<file path="src/rtl/kmap_pkg.sv">
// Shared types and constants for the K-map truth-table capture block.
package kmap_pkg;

    typedef enum logic [1:0] {
        ST_IDLE  = 2'd0,
        ST_APPLY = 2'd1,
        ST_CHECK = 2'd2,
        ST_DONE  = 2'd3
    } state_t;

    localparam int VEC_W     = 4;
    localparam int N_VECTORS = 16;
    // Dwell counter sized for the 255-cycle maximum dwell.
    localparam int DWELL_W   = 8;

endpackage

</file>
<file path="src/rtl/kmap_vector_seq.sv">
// Vector index and dwell counter for the sweep; flags the sample cycle and the last vector.
// Latency: vec_idx resets to 0 on the load edge and steps once per DWELL_CYCLES while running.
module kmap_vector_seq
    import kmap_pkg::*;
#(
    parameter int DWELL_CYCLES = 4
) (
    input  logic             clk,
    input  logic             rst,
    input  logic             load,
    input  logic             run,
    input  logic             halt,
    output logic [VEC_W-1:0] vec_idx,
    output logic             sample_strobe,
    output logic             last_vector
);

    logic [DWELL_W-1:0] dwell;

    assign sample_strobe = run && (dwell == DWELL_W'(DWELL_CYCLES - 1));
    assign last_vector   = (vec_idx == VEC_W'(N_VECTORS - 1));

    always_ff @(posedge clk or posedge rst) begin
        if (rst) begin
            vec_idx <= '0;
            dwell   <= '0;
        end else if (load) begin
            vec_idx <= '0;
            dwell   <= '0;
        end else if (sample_strobe) begin
            dwell <= '0;
            // Freeze on the final vector or an aborting sample so vec_out keeps showing it.
            if (!last_vector && !halt) begin
                vec_idx <= vec_idx + 1'b1;
            end
        end else if (run) begin
            dwell <= dwell + 1'b1;
        end
    end

endmodule

</file>
<file path="src/rtl/kmap_truth_table_capture.sv">
// Sweeps all 16 {a,b,c,d} vectors into a K-map block, captures its output and checks it against a masked expectation.
// Optional early abort on first mismatch via KMAP_EARLY_ABORT_EN (adds fail_index).
module kmap_truth_table_capture
    import kmap_pkg::*;
#(
    parameter int DWELL_CYCLES = 4
) (
    input  logic                 clk,
    input  logic                 rst,
    input  logic                 start,
    input  logic [N_VECTORS-1:0] expected,
    input  logic [N_VECTORS-1:0] dont_care_mask,
    output logic [VEC_W-1:0]     vec_out,
    input  logic                 dut_out,
    output logic                 busy,
    output logic                 done,
    output logic [N_VECTORS-1:0] truth_table,
    output logic [N_VECTORS-1:0] mismatch_mask,
    output logic                 pass
`ifdef KMAP_EARLY_ABORT_EN
    ,
    output logic [VEC_W-1:0]     fail_index
`endif
);

    state_t               state;
    logic [N_VECTORS-1:0] exp_q;
    logic [N_VECTORS-1:0] dc_q;
    logic [VEC_W-1:0]     vec_idx;
    logic                 sample_strobe;
    logic                 last_vector;
    logic                 load;
    logic                 run;
    logic                 halt;
    logic [N_VECTORS-1:0] diff;

    assign load = start && ((state == ST_IDLE) || (state == ST_DONE));
    assign run  = (state == ST_APPLY);
    assign diff = (truth_table ^ exp_q) & ~dc_q;

`ifdef KMAP_EARLY_ABORT_EN
    assign halt = sample_strobe && !dc_q[vec_idx] && (dut_out != exp_q[vec_idx]);
`else
    assign halt = 1'b0;
`endif

    kmap_vector_seq #(
        .DWELL_CYCLES (DWELL_CYCLES)
    ) u_seq (
        .clk           (clk),
        .rst           (rst),
        .load          (load),
        .run           (run),
        .halt          (halt),
        .vec_idx       (vec_idx),
        .sample_strobe (sample_strobe),
        .last_vector   (last_vector)
    );

    // vec_idx is itself a register, so the vector drive stays registered.
    assign vec_out = vec_idx;

    always_ff @(posedge clk or posedge rst) begin
        if (rst) begin
            state         <= ST_IDLE;
            exp_q         <= '0;
            dc_q          <= '0;
            busy          <= 1'b0;
            done          <= 1'b0;
            truth_table   <= '0;
            mismatch_mask <= '0;
            pass          <= 1'b0;
`ifdef KMAP_EARLY_ABORT_EN
            fail_index    <= '0;
`endif
        end else begin
            unique case (state)
                ST_IDLE, ST_DONE: begin
                    if (start) begin
                        exp_q         <= expected;
                        dc_q          <= dont_care_mask;
                        truth_table   <= '0;
                        mismatch_mask <= '0;
                        pass          <= 1'b0;
                        done          <= 1'b0;
                        busy          <= 1'b1;
`ifdef KMAP_EARLY_ABORT_EN
                        fail_index    <= '0;
`endif
                        state         <= ST_APPLY;
                    end
                end
                ST_APPLY: begin
                    if (sample_strobe) begin
                        truth_table[vec_idx] <= dut_out;
                        if (last_vector || halt) begin
                            state <= ST_CHECK;
                        end
`ifdef KMAP_EARLY_ABORT_EN
                        if (halt) begin
                            fail_index <= vec_idx;
                        end
`endif
                    end
                end
                ST_CHECK: begin
                    mismatch_mask <= diff;
                    pass          <= (diff == '0);
                    done          <= 1'b1;
                    busy          <= 1'b0;
                    state         <= ST_DONE;
                end
                default: state <= ST_IDLE;
            endcase
        end
    end

endmodule
</file>
<file path="config.mk">
export PLATFORM = sky130hd
export DESIGN_NAME = kmap_truth_table_capture
export DESIGN_NICKNAME = d
export VERILOG_FILES = /design/src/rtl/kmap_pkg.sv /design/src/rtl/kmap_vector_seq.sv /design/src/rtl/kmap_truth_table_capture.sv
export SDC_FILE = /design/constraint.sdc
export NUM_CORES = 1
export LEC_CHECK = 0
export ABC_AREA = 1
export BUFFER_PORTS_ARGS = -buffer_cell sky130_fd_sc_hd__clkbuf_2
export CAP_MARGIN = 15
export CELL_PAD_IN_SITES_DETAIL_PLACEMENT = 0
export CELL_PAD_IN_SITES_GLOBAL_PLACEMENT = 1
export CORE_UTILIZATION = 35
export DETAILED_ROUTE_END_ITERATION = 10
export GPL_TIMING_DRIVEN = 0
export MAX_ROUTING_LAYER = met4
export PLACE_DENSITY = 0.73
export SETUP_SLACK_MARGIN = 0.3
export SLEW_MARGIN = 20
export SYNTH_ARGS = -nofsm -noshare
export SYNTH_HDL_FRONTEND = slang
export SYNTH_SLANG_ARGS = --single-unit
</file>
<file path="constraint.sdc">
create_clock -name clk -period 4.6 [get_ports clk]
set_input_delay 0.69 -clock clk [delete_from_list [all_inputs] [get_ports clk]]
set_output_delay 0.69 -clock clk [all_outputs]
set_load 0.1 [all_outputs]
</file>
==> impl_metrics.yaml <==
timing:
  period_needed_ns: 2.008
  finalSetupViolCount: 0
  hold_viol: 0
  skew_ns: 0.008875
  tns_ns: 0
  max_slew_margin_pct: 57.13
  worstMarginPinSlew_ns: 0.6430
  report.final.slew_viol_count: 0
  clock.fmax_mhz: 497.9
  rsz0062_at_grt: "false"
  fin_crit_sh_pct: 43.66
power_and_ir_drop:
  pwr-share-clk_pct: 16.1
  p_leak_nw: 2.458
  switching_share_pct: 51.96
  p_switching_mw: 1.858
  seqPwrFrac_pct: 31.2
  cell_internal_pwr_mw: 1.718
  peakVddDrop_v: 0.0005981
  power_density_nw_per_um2: 756.4
  p_comb_share_pct: 52.7
cts:
  clock-sinks: 81
  cts-buffers-inserted: 9
  cts_resized: 0
  cts_setup_buffers: 0
  clock_path_buffers: 2
  cts_tree: "built"
  hold_buffers: 0
  worstSkewPairLatency_ns: 0.35
  htree_levels: 3
  cts-root-buf: "clkbuf_8"
  path_clk_slew_ns: 0.09
routing:
  vias_per_cell: 4.818
  vias: 3435
  ant_nets: 0
  drc: 0
  drt-initial-drc-count: 150
  routedWlPerCell_um: 14.25
  firstDrtPassIters: 4
  drt_wl_total_mm: 10.16
global_route:
  gr-usage-met2_pct: 29.21
  grt_pass1_vias: 3248
  met3_usage_pct: 3.014
  gr-usage-all-layers_pct: 19.06
  grt_overflow: 0
  antenna_found_initial: 0
  grt_max_degree: 54
  grt_pass1_wl_mm: 16.28
  grt-busiest-layer: "met2"
  grt.met1_usage_pct: 25.45
die:
  core_area_um2: 10890
  die_h_um: 108.1
  dieArea_um2: 11690
  io_pins: 75
  rows: 38
  die_w_um: 108.1
  initial_core_util_pct: 36.20
yosys:
  synth_edf_count: 0
  synthDistinctLibCells: 30
  synth_flop_cell: "dfrtp_1"
  synth-seq-cells: 81
  syn_area_per_cell_um2: 8.177
  ys_async_sr_fraction_pct: 100.0
  netlist.area_leader.share_pct: 51.43
  syn_nets: 526
  syn_area_um2: 3941
  ys_seq_area_share_pct: 51.43
  synthCells: 482
  ys_warn_count: 0
  synth_area_leaders: "dfrtp_1, nand2_1, nand3_1, o21ai_0, nor2_1"
  yosys.area.top_type: "dfrtp_1"
  synth_commonest_cells: "nand2_1, dfrtp_1, nand3_1, nor2_1, o21ai_0"
  synth.most_common_cell: "nand2_1"
setup_path:
  start_kind: "register"
  max_stage_delay_ns: 0.50
  r2r_end: "mismatch_mask[10]"
  required_ns: 3.91
  crit_path_cell_trace: "clkbuf_2"
  r2r_start: "state[0]"
  crit_buf_inv: 1
  r2r_cells: 8
  crit_family: "buffers and inverters"
  ff2ff_setup_slack_ns: 2.73
  crit_arrival_ns: 1.32
  endpoint_kind: "output port"
  cp_max_fo: 4
  cp_slowest_cell: "clkbuf_2"
  crit_type: "reg -> out"
cells_and_area:
  utilization_pct: 43.43
  nFillCells: 1131
  area_delta_synth_final_pct: 19.97
  diodes: 0
  fin_area_um2: 4728
  drive_gt1_share_pct: 22.86
  finalNetCount: 612
placed_design:
  dpl_cell_area_um2: 4517
  place.gp.congestion: 0.8184
  portBuffers: 74
  dp_hpwl_mm: 7.429
run_status:
  outcome: "finished, final reports clean"
min_path:
  hp-class: "in -> async"
run:
  cap_violations: 0
==> cells by family after synthesis <==
group	synth area share, %
and+or+nand+nor	29.94
DFF	51.43
AOI/OAI and AO/OA	10.06
buffers and inverters	5.587
adders and majority gates	2.540
xor gates and xnor gates	0.4445
==> registers in the layout, summed over array words and instances (netlist names) <==
signal and flops:
dc_q 16, exp_q 16, mismatch_mask 16, truth_table 16, u_seq.dwell 8, u_seq.vec_idx 4
state 2, busy 1, done 1, pass 1
==> placed cells by master, fill, tap and decap left out, types with 3 or more instances in the layout <==
cell	count
inv_2	3
a21oi_1	10
o21ai_0	31
o21ai_2	10
nand3_1	39
buf_2	8
clkbuf_8	9
inv_1	28
clkbuf_2	74
dfrtp_1	81
nand2_1	180
or2_2	6
nor2_1	39
ha_1	8
clkbuf_1	6
buf_4	3
nand2_2	3
a22o_1	9
==> per-layer routing <==
layer / share of wire (%) / up-vias / wire (µm)
met2: 46 / 81 / 4695
met3: 3.6 / 12 / 367
met1: 48 / 1621 / 4926
met4: 1.7 / 0 / 172
met5: 0 / - / 0
li1: - / 1721 / -
==> how the worst max path moves through the flow <==
stage | from | endpoint | slack (ns) | cells after the start
2_1_floorplan | rst | busy | 1.83 | 1
3_3_place_gp | rst | dc_q[9] | 0.72 | 2
3_5_place_dp | state[0] | busy | 2.74 | 9
4_1_cts | truth_table[2] | truth_table[2] | 2.56 | 1
5_1_grt | truth_table[2] | truth_table[2] | 2.55 | 1
6_report | truth_table[3] | truth_table[3] | 2.59 | 1
==> through the flow <==
stage	setup WS, ns	total power, mW	hold slack, ns	std cells
2_1_floorplan	1.830	2.584	0.4496	482
3_3_place_gp	0.7243	2.992	0.4631	696
3_5_place_dp	2.743	3.016	0.4742	697
4_1_cts	2.564	3.598	0.3209	713
5_1_grt	2.546	3.819	0.3392	713
6_report	2.592	3.577	0.3120	713
==> worst register-to-register path, cell delays in order (launching register included) <==
cell and delay (ns):
dfrtp_1 0.41, inv_1 0.06, ha_1 0.34, inv_1 0.09, nor2_1 0.05, nor2_1 0.17
buf_2 0.28, inv_1 0.18, o21ai_0 0.19
==> power groups by stage <==
| stage | sequential (mW) | clock (mW) | combinational, mW |
|---|---|---|---|
| CTS | 1.11 | 0.586 | 1.90 |
| global placement | 1.12 | 0 | 1.87 |
| floorplan | 1.68 | 0 | 0.908 |
| finish | 1.12 | 0.576 | 1.88 |
| detailed placement | 1.13 | 0 | 1.89 |
| global route | 1.14 | 0.611 | 2.06 |
==> cell type report <==
| class | instances | area (µm²) | share of cell area, % |
|---|---|---|---|
| flip-flops and latches | 81 | 2027 | 42.87 |
| plain buffers | 17 | 100.1 | 2.117 |
| inverters | 32 | 122.6 | 2.593 |
| repair buffers | 75 | 397.9 | 8.415 |
| clock inverters | 5 | 80.08 | 1.694 |
| well taps | 140 | 175.2 | 3.705 |
| clock buffers | 11 | 131.4 | 2.779 |
| multi-input cells | 352 | 1694 | 35.83 |
Note: power is estimated with default switching activity, not from simulation.
